## src/rtl/mul_operand_packer.sv

```systemverilog
// Packs a serial float32 operand stream into 256-bit product bundles for mul_tree; 1-cycle issue latency.
// op_ready drops only in the ISSUE cycle. Optional statistics counters are enabled with MUL_PACK_STATS_EN.
module mul_operand_packer #(
  parameter logic [31:0] ONE_VAL = 32'h3F800000,
  parameter int          STAT_W  = 16
) (
  input  logic              clk,
  input  logic              rst,
  input  logic [31:0]       op_data,
  input  logic [1:0]        op_mode,
  input  logic              op_last,
  input  logic              op_valid,
  output logic              op_ready,
  input  logic              flush,
  output logic [255:0]      mul_ins,
  output logic [1:0]        mode,
  output logic              mul_stb,
  output logic [3:0]        prod_mask,
  output logic              fanin_err
`ifdef MUL_PACK_STATS_EN
  ,
  output logic [STAT_W-1:0] stat_bundles,
  output logic [STAT_W-1:0] stat_pads
`endif
);

  typedef enum logic [1:0] {IDLE, FILL, ISSUE} state_t;

  state_t           state_q, state_d;
  logic [7:0][31:0] asm_q, asm_d;
  logic [1:0]       mode_q;
  logic [2:0]       opc_q;
  logic [1:0]       pc_q;
  logic [3:0]       mask_q, mask_d;
  logic [255:0]     ins_q;
  logic [1:0]       mode_o_q;
  logic [3:0]       pmask_q;
  logic             err_q;

  logic       accept;
  logic [1:0] cur_mode;
  logic [2:0] n_last;
  logic [1:0] p_last;
  logic [2:0] slot_base;
  logic [2:0] slot;
  logic       at_n;
  logic       prod_close;
  logic       bundle_close;

  // Operand routing uses the latched mode, except for the very first operand of a bundle.
  always_comb begin
    accept   = op_valid && op_ready;
    cur_mode = (state_q == IDLE) ? op_mode : mode_q;
    n_last    = 3'd1;
    p_last    = 2'd3;
    slot_base = {pc_q, 1'b0};
    case (cur_mode)
      2'b00: begin n_last = 3'd1; p_last = 2'd3; slot_base = {pc_q, 1'b0};       end
      2'b01: begin n_last = 3'd2; p_last = 2'd1; slot_base = {pc_q[0], 2'b00};   end
      2'b10: begin n_last = 3'd3; p_last = 2'd1; slot_base = {pc_q[0], 2'b00};   end
      default: begin n_last = 3'd5; p_last = 2'd0; slot_base = 3'd0;            end
    endcase
    slot         = slot_base + opc_q;
    at_n         = (opc_q == n_last);
    prod_close   = accept && (op_last || at_n);
    bundle_close = (prod_close && (pc_q == p_last)) ||
                   (flush && ((state_q == FILL) || accept));
    asm_d  = asm_q;
    mask_d = mask_q;
    if (accept) begin
      asm_d[slot]  = op_data;
      mask_d[pc_q] = 1'b1;
    end
  end

  always_ff @(posedge clk or negedge rst) begin
    if (!rst) state_q <= IDLE;
    else      state_q <= state_d;
  end

  always_comb begin
    state_d  = state_q;
    op_ready = 1'b1;
    case (state_q)
      IDLE:  if (accept) state_d = bundle_close ? ISSUE : FILL;
      FILL:  if (bundle_close) state_d = ISSUE;
      ISSUE: begin
        op_ready = 1'b0;
        state_d  = IDLE;
      end
      default: state_d = IDLE;
    endcase
  end

  // The assembly buffer is re-preset to ONE_VAL on the issuing edge, so it is clean in ISSUE and IDLE.
  always_ff @(posedge clk or negedge rst) begin
    if (!rst) begin
      asm_q    <= {8{ONE_VAL}};
      mode_q   <= 2'd0;
      opc_q    <= 3'd0;
      pc_q     <= 2'd0;
      mask_q   <= 4'd0;
      ins_q    <= {8{ONE_VAL}};
      mode_o_q <= 2'd0;
      pmask_q  <= 4'd0;
      err_q    <= 1'b0;
    end else begin
      err_q <= accept && at_n && !op_last;
      if (state_q != ISSUE && bundle_close) begin
        ins_q    <= asm_d;
        mode_o_q <= cur_mode;
        pmask_q  <= mask_d;
        asm_q    <= {8{ONE_VAL}};
        opc_q    <= 3'd0;
        pc_q     <= 2'd0;
        mask_q   <= 4'd0;
      end else if (accept) begin
        asm_q  <= asm_d;
        mask_q <= mask_d;
        if (state_q == IDLE) mode_q <= op_mode;
        if (prod_close) begin
          opc_q <= 3'd0;
          pc_q  <= pc_q + 2'd1;
        end else begin
          opc_q <= opc_q + 3'd1;
        end
      end
    end
  end

  assign mul_ins   = ins_q;
  assign mode      = mode_o_q;
  assign prod_mask = pmask_q;
  assign fanin_err = err_q;
  assign mul_stb   = (state_q == ISSUE);

`ifdef MUL_PACK_STATS_EN
  logic [7:0]        wr_q, wr_d;
  logic [7:0]        prod_slots;
  logic [3:0]        pads_now;
  logic [STAT_W+3:0] pads_sum;
  logic [STAT_W:0]   bnd_sum;

  // Pads are slots inside real products that never received an operand.
  always_comb begin
    wr_d = wr_q;
    if (accept) wr_d[slot] = 1'b1;
    prod_slots = 8'd0;
    case (cur_mode)
      2'b00: begin
        for (int j = 0; j < 4; j++)
          if (mask_d[j]) prod_slots[2*j +: 2] = 2'b11;
      end
      2'b01: begin
        if (mask_d[0]) prod_slots[2:0] = 3'b111;
        if (mask_d[1]) prod_slots[6:4] = 3'b111;
      end
      2'b10: begin
        if (mask_d[0]) prod_slots[3:0] = 4'hF;
        if (mask_d[1]) prod_slots[7:4] = 4'hF;
      end
      default: if (mask_d[0]) prod_slots[5:0] = 6'h3F;
    endcase
    pads_now = 4'd0;
    for (int k = 0; k < 8; k++)
      pads_now = pads_now + {3'd0, prod_slots[k] & ~wr_d[k]};
    pads_sum = {4'd0, stat_pads} + {{STAT_W{1'b0}}, pads_now};
    bnd_sum  = {1'b0, stat_bundles} + {{STAT_W{1'b0}}, 1'b1};
  end

  always_ff @(posedge clk or negedge rst) begin
    if (!rst) begin
      wr_q         <= 8'd0;
      stat_bundles <= '0;
      stat_pads    <= '0;
    end else if (state_q != ISSUE && bundle_close) begin
      wr_q         <= 8'd0;
      stat_bundles <= bnd_sum[STAT_W] ? {STAT_W{1'b1}} : bnd_sum[STAT_W-1:0];
      stat_pads    <= (pads_sum[STAT_W+3:STAT_W] != 4'd0) ? {STAT_W{1'b1}} : pads_sum[STAT_W-1:0];
    end else if (accept) begin
      wr_q <= wr_d;
    end
  end
`endif

endmodule

```

## config.mk

```make
export PLATFORM = sky130hd
export DESIGN_NAME = mul_operand_packer
export DESIGN_NICKNAME = d
export VERILOG_FILES = /design/src/rtl/mul_operand_packer.sv
export SDC_FILE = /design/constraint.sdc
export NUM_CORES = 1
export LEC_CHECK = 0
export BUFFER_PORTS_ARGS = -buffer_cell sky130_fd_sc_hd__clkbuf_2
export CELL_PAD_IN_SITES_DETAIL_PLACEMENT = 2
export CELL_PAD_IN_SITES_GLOBAL_PLACEMENT = 2
export CORE_ASPECT_RATIO = 1.2
export CORE_MARGIN = 3
export CORE_UTILIZATION = 38
export CTS_CLUSTER_SIZE = 8
export DETAILED_ROUTE_END_ITERATION = 8
export PLACE_DENSITY = 0.92
export SYNTH_ARGS = -nofsm -noshare
export SYNTH_HDL_FRONTEND = slang
export SYNTH_SLANG_ARGS = --single-unit
```

## constraint.sdc

```tcl
create_clock -name clk -period 4.3 [get_ports clk]
set_clock_uncertainty 0.1 [all_clocks]
set_input_delay 0.43 -clock clk [delete_from_list [all_inputs] [get_ports clk]]
set_output_delay 0.43 -clock clk [all_outputs]
set_load 0.005 [all_outputs]
```

### Yosys cells after proc, flatten, opt, wreduce, memory -nomap -nowiden

Index checks and enable logic that the tools add are counted.

* add/subtract/negate cells: 3
* order comparisons: 4
* equality and inequality tests: 9
* multiplexer cells: 26
* bitwise logic cells: 2
* reductions and logical operators: 21

Operators with widths (number)
* two-way mux 256 bit: 3
* bitwise mux 256 bit: 1
* demux 32 bit (select 3 bit): 1
* two-way mux 32 bit: 1
* two-way mux 2 bit: 7
* two-way mux 4 bit: 3
* logical AND 1 bit: 9
* two-way mux 3 bit: 3
* one-hot mux 3 bit (3 select lines): 1
* one-hot mux 2 bit (2 select lines): 2
* != test 2 bit (second input constant): 3
* one-hot mux 3 bit (2 select lines): 1
* AND reduction 2 bit: 3
* == test 2 x 1 -> 1 bit (second input constant): 2
* == test 2 bit (second input constant): 2
* logical NOT 2 bit: 2
* less-than comparator 3 x 4 -> 1 bit (second input constant): 1
* bitwise OR 4 bit: 1
* nonzero test 2 bit: 2
* adder 3 x 1 -> 3 bit (second input constant): 1
* adder 3 bit: 1
* == test 3 bit: 1
* >= comparator 3 x 1 -> 1 bit (second input constant): 1
* logical OR 1 bit: 3
* 9 further kinds: 10

* bits in registers: 532
* bits of input ports: 39
* output and inout bits: 265
* logic and storage cells: 82

### Depth between registers and ports, before layout

Gate-level depths: netlist (run 1).

* word-level depth: 14
* mapped depth: 12
* depth with buffers taken out: 10

### Worst setup path before layout (run 1)

No wires, ideal clock.

* path type: reg2reg
* from: reg state_q[1]
* to: reg ins_q[206] (netlist: mul_ins[206])
* library setup time: 0.141 ns
* arrival time: 2.735 ns
* required time: 4.059 ns
* slack: 1.324 ns
* cell stages (with the launch flop): 13
* buffers on the path: 2
* period minus slack after synthesis: 2.976 ns
* path through: dfrtp_1 > nor2_1 > mux2_2 > inv_1 > ha_1 > and2_1 > ha_1 > inv_2 > or4_1 > buf_2 > buf_6 > o31ai_1 > a31oi_1

* word-level cells in the longest chain between the ends: 12
* elaborated cells on any way between the ends: 31
* those cells by class: add/sub (1); order compare (2); eq/ne (7); mux (9); reduce/logical (12)

Ends and longest elaborated chain
* from (decl): RTL line 29 `state_t state_q, state_d;`
* from (signal assigned): RTL line 78 `else state_q <= state_d;`
* logical NOT 2 bit *: RTL line 53 `cur_mode = (state_q == IDLE) ? op_mode : mode_q;`
* two-way mux 2 bit *
* via cur_mode[0]: RTL line 41 `logic [1:0] cur_mode;`
* == test 2 bit or == test 2 x 1 -> 1 bit (tied branches): RTL line 57 `case (cur_mode)`
* OR reduction 2 bit (no source line)
* one-hot mux 3 bit (2 select lines): RTL line 57
* adder 3 bit: RTL line 63 `slot = slot_base + opc_q;`
* less-than comparator 3 x 4 -> 1 bit (implied by the code) or >= comparator 3 x 1 -> 1 bit (tied branches): RTL line 71 `asm_d[slot] = op_data;`
* logical AND 1 bit (implied by the code): RTL line 71
* two-way mux 32 bit (implied by the code): RTL line 71
* demux 32 bit (select 3 bit): RTL line 71
* bitwise mux 256 bit: RTL line 71
* two-way mux 256 bit: RTL line 70 `if (accept) begin`
* to (signal assigned): RTL line 103 `ins_q <= {8{ONE_VAL}};`
* to (signal assigned): RTL line 110 `ins_q <= asm_d;`
* to (decl): RTL line 35 `logic [255:0] ins_q;`

The timed path passes the listed nets; every way through them passes the cells marked *.
A chain may end at the register's enable or synchronous reset.

### Worst setup path after layout (run 1)

* from: reg state_q[0]
* to: reg ins_q[138] (netlist: mul_ins[138])

* word-level cells in the longest chain between the ends: 12
* elaborated cells on any way between the ends: 31
* those cells by class: add/sub (1); order compare (2); eq/ne (7); mux (9); reduce/logical (12)

Ends and longest elaborated chain (RTL line)
* logical NOT 2 bit: 53
* two-way mux 2 bit
* == test 2 bit or == test 2 x 1 -> 1 bit (tied branches): 57
* OR reduction 2 bit (no source line)
* one-hot mux 3 bit (2 select lines): 57
* adder 3 bit: 63
* less-than comparator 3 x 4 -> 1 bit (implied by the code) or >= comparator 3 x 1 -> 1 bit (tied branches): 71
* logical AND 1 bit (implied by the code): 71
* two-way mux 32 bit (implied by the code): 71
* demux 32 bit (select 3 bit): 71
* bitwise mux 256 bit: 71
* two-way mux 256 bit: 70

Parallel ways exist; a longest one is shown, timed or not.

==> flow_metrics.py, run 1 <==
metrics = {
    "synthesis": {
        "ys_types": 42,
        "synth_nets": 2299,
        "yosysWarnings": 0,
        "netlist_instances": 2250,
        "ys_ff_latch": 532,
        "avgSynthCellArea_um2": 10.8,
        "netlist_area_um2": 24400,
        "yosysSeqAreaShare_pct": 55.1,
    },
    "worst_setup_path": {
        "reg2reg_from": "state_q[0]$_DFFE_PN0P_",
        "cp-end-kind": "flop",
        "worst_ep_arrival_time_ps": 4400,
        "r2r-end": "mul_ins[138]$_DFFE_PN0P_",
        "start_kind": "flop",
        "rr_worst_depth": 11,
        "cp_max_fo": 131,
        "crit_type": "flop to flop",
        "reg2reg_slack_ps": 320,
        "required_ps": 4710,
    },
    "cells_and_area": {
        "utilization_pct": 45.0,
        "final_area_um2": 28600,
        "seq_area_um2": 13500,
        "multi_input_area_um2": 9450,
        "final_common_cell": "dfrtp_1",
        "syn_to_final_growth_pct": 17.1,
        "nets": 2393,
        "drive_above_1_share_pct": 25.9,
        "nFillCells": 6389,
        "most-common-layout-cells": "420 x dfrtp_1, 302 x clkbuf_2, 262 x a211oi_1",
    },
    "floorplan": {
        "num_rows": 101,
        "die_x_um": 237,
        "initial_core_util_pct": 38.5,
        "die_h_um": 284,
        "die_area_um2": 67300,
        "core-area_um2": 63400,
        "ios": 304,
    },
    "timing": {
        "hold_ws_ps": 211,
        "fmax_mhz": 251,
        "finalHoldViolCount": 0,
        "period_minus_slack_ps": 3980,
        "maxSlewViolCount": 0,
        "tightest_slew_ps": 1250,
        "setup_viol": 0,
        "grt_setup_unrepaired": "no",
        "slew_headroom_pct": 17.0,
        "finalSetupTns_ps": 0,
        "min_period_over_period_pct": 92.6,
    },
    "place": {
        "place.gp.congestion": 0.812,
        "dpl_cell_area_um2": 26300,
        "dp.final_hpwl_um": 61800,
        "port_buffers": 303,
    },
    "clocking": {
        "cts_setup_buffers": 0,
        "clock_latency_ps": 620,
        "htree_levels": 3,
        "numClockSinks": 532,
        "cts_tree": "built",
        "cts_resized": 0,
        "clkTransAtPathRegs_ps": 60,
        "root_buffer": "clkbuf_16",
        "cts_buffer_depth": 3,
        "postCtsHoldBufs": 2,
        "cts_buffers": 76,
    },
    "power": {
        "p_leak_nw": 11.1,
        "switching_share_pct": 43.6,
        "p_clk_share_pct": 24.7,
        "p_sw_w": 0.0103,
        "power.internal_w": 0.0133,
        "combPwrFrac_pct": 40.7,
        "vdd_drop_max_mv": 0.702,
        "sequentialPowerShare_pct": 34.6,
        "power_density_nw_per_um2": 826,
    },
    "drt": {
        "firstDrtPassIters": 5,
        "drc": 0,
        "post_drt_wl_per_cell_um": 34.8,
        "num_vias": 22600,
        "viasPerCell": 7.02,
        "dr.first_iter.drc_count": 2264,
        "ant_nets": 0,
        "drt-total-wl_um": 112000,
    },
    "min_path": {
        "hold_class": "input port to flop",
        "worstHoldStart": "op_valid",
        "worstHoldEndpoint": "fanin_err$_DFF_PN0_",
        "whs_path_depth": 3,
    },
    "job": {
        "cap_violations": 0,
    },
    "grt": {
        "grt_pass1_wl_um": 167000,
        "grtUsageTotal_pct": 32.6,
        "grt_max_degree": 171,
        "grt-ovfl-total": 0,
        "antenna_found_initial": 7,
        "grt_pass1_vias": 24500,
    },
    "outcome": {
        "status": "complete, no violations",
    },
}
==> Yosys cell counts (all sizes together) <==
cell type | number | area (um2)
o21bai | 1 | 7.51
a211oi | 262 | 1970
nand4 | 130 | 813
xnor2 | 4 | 35.0
a21oi | 215 | 1080
o21ai | 4 | 20.0
inv | 8 | 32.5
or3 | 1 | 6.26
o31ai | 256 | 2130
clkbuf | 190 | 751
a31oi | 257 | 1610
nor3 | 2 | 10.0
and3 | 1 | 6.26
nand2 | 3 | 11.3
and2 | 1 | 6.26
o211ai | 128 | 961
xor2 | 2 | 17.5
nand4b | 1 | 8.76
a311oi | 1 | 8.76
dfstp | 112 | 2940
nand2b | 1 | 6.26
mux2 | 6 | 67.6
buf | 154 | 811
a21boi | 2 | 15.0
a31o | 1 | 8.76
nand3 | 60 | 300
a21o | 2 | 15.0
ha | 10 | 125
dfrtp | 420 | 10500
or4 | 2 | 15.0
nor4 | 3 | 55.1
nor2 | 8 | 30.0
and4 | 2 | 17.5
==> through the flow <==
step	worst slack, ps	instances	power, W
floorplan	1320	2250	0.0132
global placement	724	3088	0.0168
detailed placement	406	3088	0.0175
CTS	310	3217	0.0235
global route	75.8	3220	0.0247
finish	318	3223	0.0236
==> per-layer routing <==
layer	up-vias	global-route usage (%)	wire length (um)
li1	9140	-	-
met1	12000	39.8	42100
met2	1157	50.5	52900
met3	339	7.90	8660
met4	6	23.7	8640
met5	-	0	37
==> cell type report <==
cell class,count,area share [%]
tap,824,3.61
inverter,8,0.114
antenna,6,0.0526
timing repair buffer,360,8.26
sequential,532,47.1
clock buffer,127,7.77
multi-input combinational,1366,33.1
==> registers in the layout, summed over array words and instances, names as in the netlist, 3 cells and up <==
signal	cells
mask_q	4
mul_ins	256
prod_mask	4
opc_q	3
asm_q	256
==> how the worst max path moves through the flow <==
stage / from / to / slack [ps] / cells after the start
after floorplan: state_q[1]$_DFFE_PN0P_ / mul_ins[206]$_DFFE_PN0P_ / 1320 / 12
after global placement: state_q[1]$_DFFE_PN0P_ / mul_ins[93]$_DFFE_PN1P_ / 720 / 11
after detailed placement: state_q[0]$_DFFE_PN0P_ / mul_ins[215]$_DFFE_PN1P_ / 410 / 12
after CTS: state_q[0]$_DFFE_PN0P_ / mul_ins[178]$_DFFE_PN0P_ / 310 / 12
after global routing: state_q[0]$_DFFE_PN0P_ / mul_ins[178]$_DFFE_PN0P_ / 80 / 12
final: state_q[0]$_DFFE_PN0P_ / mul_ins[138]$_DFFE_PN0P_ / 320 / 11
==> cells by family (layout without fill, tap and decap cells) <==
group	count (synthesis)	in the layout	share of synthesized area [%]
xor+xnor	6	6	0.215
fa+ha+maj	10	10	0.513
simple gates	215	215	5.27
buf+inv	352	495	6.53
compound gates	1129	1129	32.0
mux	6	6	0.277
other cells	0	6	0
flops	532	532	55.1
==> worst max-delay path: stages (launching register included) <==
cell and delay (ps):
dfrtp_1 410, nor2_1 190, mux2_2 400, inv_1 100
ha_1 200, and2_1 160, ha_1 160, xor2_1 620
a21boi_4 320, buf_12 520, o211ai_1 280, a31oi_1 310
==> power by group through the flow <==
stage                     logic, W  registers, W  clock network (W)
after floorplan            0.00546       0.00772                  0
after global placement     0.00883       0.00801                  0
after detailed placement   0.00932       0.00815                  0
after CTS                  0.00951       0.00813            0.00588
after global routing        0.0103       0.00829            0.00611
final                      0.00960       0.00817            0.00583
Note: power is estimated with default switching activity, not from simulation.
==> run 2, diff against run 1 <==
- REMOVE_ABC_BUFFERS: default -> 1
==> run 2 against run 1 <==
Critical path depth shrank 1. Count of clock-buffer cells in the layout shrank 21. Largest power group unchanged. Via count grew 0.45%. Highest routed layer is now met4.
==> flow_metrics.py, run 2 (synthesis gave the netlist of run 1 again) <==
metrics = {
    "timing": {
        "grt_setup_unrepaired": "no",
        "min_period_over_period_pct": 94.6,
        "slew_headroom_pct": 19.6,
        "fmax_mhz": 246,
        "period_minus_slack_ps": 4070,
        "maxSlewViolCount": 0,
        "postLayoutSetupSlackWorst_ps": 233,
        "hold_ws_ps": 122,
        "setup_viol": 0,
        "finalHoldViolCount": 0,
        "tightest_slew_ps": 1210,
    },
    "drt": {
        "post_drt_wl_per_cell_um": 33.9,
        "drc": 0,
        "ant_nets": 0,
        "viasPerCell": 7.09,
        "firstDrtPassIters": 5,
        "dr.first_iter.drc_count": 2287,
        "num_vias": 22700,
        "drt-total-wl_um": 109000,
    },
    "place": {
        "port_buffers": 303,
        "dp_worst_setup_slack_ps": 535,
        "place.gp.congestion": 0.774,
        "dp.final_hpwl_um": 56300,
    },
    "clocking": {
        "cts_buffer_depth": 3,
        "cts_resized": 0,
        "cts_tree": "built",
        "root_buffer": "clkbuf_16",
        "clkTransAtPathRegs_ps": 50,
        "clock_latency_ps": 600,
        "htree_levels": 3,
        "cts_buffers": 76,
        "numClockSinks": 532,
    },
    "grt": {
        "grt-ovfl-total": 0,
        "grtUsageTotal_pct": 31.6,
        "antenna_found_initial": 1,
        "grt_pass1_wl_um": 166000,
        "grt_max_degree": 147,
        "grt_pass1_vias": 25600,
    },
    "power": {
        "power_density_nw_per_um2": 832,
        "p_leak_nw": 11.1,
        "vdd_drop_max_mv": 0.472,
    },
    "cells_and_area": {
        "nets": 2395,
        "utilization_pct": 45.0,
        "final_common_cell": "dfrtp_1",
        "drive_above_1_share_pct": 26.2,
        "syn_to_final_growth_pct": 16.9,
        "nFillCells": 6346,
        "most-common-layout-cells": "420 x dfrtp_1, 302 x clkbuf_2, 262 x a211oi_1",
    },
    "floorplan": {
        "die_h_um": 284,
        "die_x_um": 237,
        "core-area_um2": 63400,
        "ios": 304,
        "num_rows": 101,
        "initial_core_util_pct": 38.5,
        "die_area_um2": 67300,
    },
    "job": {
        "cap_violations": 0,
    },
    "worst_setup_path": {
        "crit_type": "flop to flop",
        "cp_max_fo": 64,
        "required_ps": 4650,
        "cp-end-kind": "flop",
        "worst_ep_arrival_time_ps": 4420,
        "start_kind": "flop",
        "reg2reg_from": "state_q[0]$_DFFE_PN0P_",
        "crit_path_start": "state_q[0]$_DFFE_PN0P_",
    },
    "min_path": {
        "worstHoldStart": "op_data[27]",
        "hold_class": "input port to flop",
    },
    "outcome": {
        "status": "complete, no violations",
    },
}
[run 2: cell count changes in the layout (fill, tap and decap cells not counted), moves of 2 or more]
cell,change
and4_2,-2
diode_2,-5
clkbuf_8,-2
and4_4,+2
inv_6,+3
buf_12,+4
clkbuf_16,-2
buf_4,-2
clkbuf_1,-17
[run 2: power breakdown]
part | internal, W | total [W] | switching (W) | leakage, nW
sequential | 0.00688 | 0.00827 | 0.00138 | 6.62
clock | 0.00333 | 0.00568 | 0.00236 | 1.03
combinational | 0.00294 | 0.00978 | 0.00684 | 3.41
[run 2: critical path: stages (launching register included)]
cell	delay, ps
dfrtp_1	420
nor2_1	210
mux2_2	270
inv_1	70
ha_1	210
and2_1	160
ha_1	420
inv_2	110
or4_4	1000
o31ai_1	680
a31oi_1	200
[run 2: path summary, 6_finish.rpt]
path	to	slack [ps]	cells past startpoint
setup / recovery	mul_ins[77]$_DFFE_PN0P_	230	10
hold / removal	asm_q[27]$_DFFE_PN1P_	120	3
setup reg to reg	mul_ins[77]$_DFFE_PN0P_	230	10
hold reg to reg	mask_q[3]$_DFFE_PN0P_	400	2
max in group asynchronous	asm_q[193]$_DFFE_PN0P_	2470	3
min in group asynchronous	asm_q[103]$_DFFE_PN0P_	460	2
[run 2: metal layers]
metal	track usage (%)	up-vias	part of all wire, %	wire, um
li1	-	9150	-	-
met1	39.0	12000	39	42100
met2	52.3	1164	49	53300
met3	5.52	400	6.2	6690
met4	17.9	0	5.8	6340
met5	0	-	0	0
[run 2: through the flow]
step	TNS, ps	area [um2]	total power [W]	instances
detailed placement	0	26400	0.0176	3090
CTS	0	28500	0.0236	3203
global route	0	28500	0.0247	3204
global placement	0	26400	0.0169	3090
floorplan	-9349200	22800	0.0122	1906
finish	0	28500	0.0237	3204
[run 2: area by class of cell]
class                           instances  area, um2  share of cell area [%]
Multi-Input combinational cell       1366       9460                    33.2
Inverter                                8       32.5                   0.114
Clock inverter                          5       51.3                   0.180
Clock buffer                          106       2080                    7.28
Tap cell                              824       1030                    3.61
Sequential cell                       532      13500                    47.1
Timing Repair Buffer                  362       2420                    8.50
Antenna cell                            1       2.50                 0.00877
[run 2: repair_timing]
item                                   in CTS  in global routing
buffers inserted                            0                  0
endpoints found under the hold margin      90                  0
hold buffers                                2                  0
==> run 3, diff against run 2 <==
- clock period: 4.3 -> 4.2 ns (I/O delays scaled with it)
==> run 3 against run 2 <==
Via count about the same. Register-to-register slack worse by 70 ps. Maximum frequency up 0.81%. Critical path depth up 1. Critical endpoint is now asm_q[108]$_DFFE_PN0P_. Largest cell class unchanged. Highest routed layer unchanged.
==> flow_metrics.py, run 3 (synthesis gave the netlist of run 1 again) <==
metrics = {
    "worst_setup_path": {
        "crit_path_max_incr_delay_ps": 660,
        "cp_max_fo": 49,
        "path_buf_inv": 2,
        "crit_chain": "nor2_1 > mux2_2 > inv_1 > ha_1 > and2_1 > ha_1 > xor2_1 > nor3_2 > buf_4 > o31ai_1 > a21oi_1",
        "cp-end-kind": "flop",
        "worst_ep_arrival_time_ps": 4420,
        "rr_worst_depth": 11,
        "crit_type": "flop to flop",
        "cp.depth": 11,
        "start_kind": "flop",
        "cp_top_family": "simple AND/OR/NAND/NOR gates",
        "reg2reg_slack_ps": 170,
        "cp_slowest_cell": "buf_4",
        "crit_path_frequent_cell": "ha_1",
        "required_ps": 4580,
    },
    "cells_and_area": {
        "final_area_um2": 28500,
        "drive_above_1_share_pct": 26.4,
        "antenna_cells": 0,
        "syn_to_final_growth_pct": 16.9,
        "final_common_cell": "dfrtp_1",
        "most-common-layout-cells": "420 x dfrtp_1, 302 x clkbuf_2, 262 x a211oi_1",
        "nets": 2404,
    },
    "floorplan": {
        "die_h_um": 284,
        "die_area_um2": 67300,
        "core-area_um2": 63400,
        "num_rows": 101,
        "initial_core_util_pct": 38.5,
        "ios": 304,
        "die_x_um": 237,
    },
    "power": {
        "switching_share_pct": 44.6,
        "p_total_w": 0.0243,
        "combPwrFrac_pct": 41.3,
        "power.internal_w": 0.0135,
        "p_leak_nw": 11.1,
        "power_density_nw_per_um2": 852,
        "vdd_drop_max_mv": 0.468,
        "sequentialPowerShare_pct": 34.8,
        "p_clk_share_pct": 23.9,
        "p_sw_w": 0.0108,
    },
    "drt": {
        "num_vias": 22700,
        "drt-total-wl_um": 109000,
        "viasPerCell": 7.08,
        "dr.first_iter.drc_count": 2036,
        "ant_nets": 0,
        "firstDrtPassIters": 5,
        "drc": 0,
        "post_drt_wl_per_cell_um": 34.0,
    },
    "clocking": {
        "cts_tree": "built",
        "numClockSinks": 532,
        "cts_buffers": 76,
        "cts_setup_buffers": 0,
        "cts_resized": 0,
        "clkTransAtPathRegs_ps": 60,
        "clock_latency_ps": 620,
        "root_buffer": "clkbuf_16",
        "htree_levels": 3,
        "cts_buffer_depth": 3,
    },
    "grt": {
        "grt_pass1_wl_um": 166000,
        "grtUsageTotal_pct": 31.8,
        "grt_pass1_vias": 25400,
        "grt-ovfl-total": 0,
        "antenna_found_initial": 0,
        "grt_max_degree": 125,
    },
    "place": {
        "dp.final_hpwl_um": 58300,
        "dpl_cell_area_um2": 26400,
        "place.gp.congestion": 0.781,
        "port_buffers": 303,
        "dp_worst_setup_slack_ps": 366,
    },
    "timing": {
        "postLayoutSetupSlackWorst_ps": 166,
        "finalSetupTns_ps": 0,
        "maxSlewViolCount": 0,
        "slew_headroom_pct": 15.9,
        "min_period_over_period_pct": 96.1,
        "finalHoldViolCount": 0,
        "hold_ws_ps": 38.2,
        "grt_setup_unrepaired": "no",
        "tightest_slew_ps": 1260,
        "setup_viol": 0,
        "fmax_mhz": 248,
        "period_minus_slack_ps": 4030,
    },
    "outcome": {
        "status": "complete, no violations",
    },
    "job": {
        "cap_violations": 0,
    },
    "min_path": {
        "whs_path_depth": 2,
        "hold_class": "input port to flop",
    },
}
==> run 3: cell types whose count changed in the layout (fill, tap and decap cells not counted) <==
cell and change:
buf_12 -3, clkinv_2 -1, clkbuf_8 +1, inv_6 -2, clkbuf_1 +1, inv_16 -1
dlygate4sd3_1 -1, buf_4 +13, diode_2 -1
==> run 3: area by class of cell <==
class	instances	area, um2
Clock buffer	108	2100
Tap cell	824	1030
Clock inverter	1	8.76
Sequential cell	532	13500
Timing Repair Buffer	371	2450
Inverter	8	32.5
Multi-Input combinational cell	1366	9460
Fill cell	6405	34900
==> run 3: timing repair <==
item / 4_1_cts / 5_1_grt
endpoints found under the setup margin: 0 / 0
hold buffers: 1 / 0
endpoints found under the hold margin: 72 / 0
==> run 3: per-stage QoR <==
step | util (%) | instances
finish | 45.0 | 3210
global route | 45.0 | 3210
CTS | 45.0 | 3210
detailed placement | 41.6 | 3100
global placement | 41.6 | 3100
floorplan | - | 1906
==> run 3: worst paths after layout <==
check,startpoint,to
worst max-delay path,state_q[0]$_DFFE_PN0P_,asm_q[108]$_DFFE_PN0P_
worst min-delay path,op_last,fanin_err$_DFF_PN0_
worst max register to register,state_q[0]$_DFFE_PN0P_,asm_q[108]$_DFFE_PN0P_
worst min register to register,mask_q[3]$_DFFE_PN0P_,mask_q[3]$_DFFE_PN0P_
max in group asynchronous,rst,asm_q[133]$_DFFE_PN0P_
min in group asynchronous,rst,mul_ins[7]$_DFFE_PN0P_
==> run 3: power by group through the flow <==
stage	clock, W	combinational (W)	sequential, W
floorplan	0	0.00445	0.00796
global placement	0	0.00907	0.00830
detailed placement	0	0.00968	0.00842
CTS	0.00585	0.00995	0.00842
global route	0.00610	0.0107	0.00856
finish	0.00580	0.0100	0.00846
==> run 3: routing by layer <==
metal | vias up | share of wire (%) | GRT usage [%]
met5 | - | 0 | 0
met4 | 0 | 5.0 | 16.8
met3 | 326 | 6.0 | 5.13
met2 | 1130 | 49 | 52.8
met1 | 12100 | 40 | 39.8
li1 | 9155 | - | -
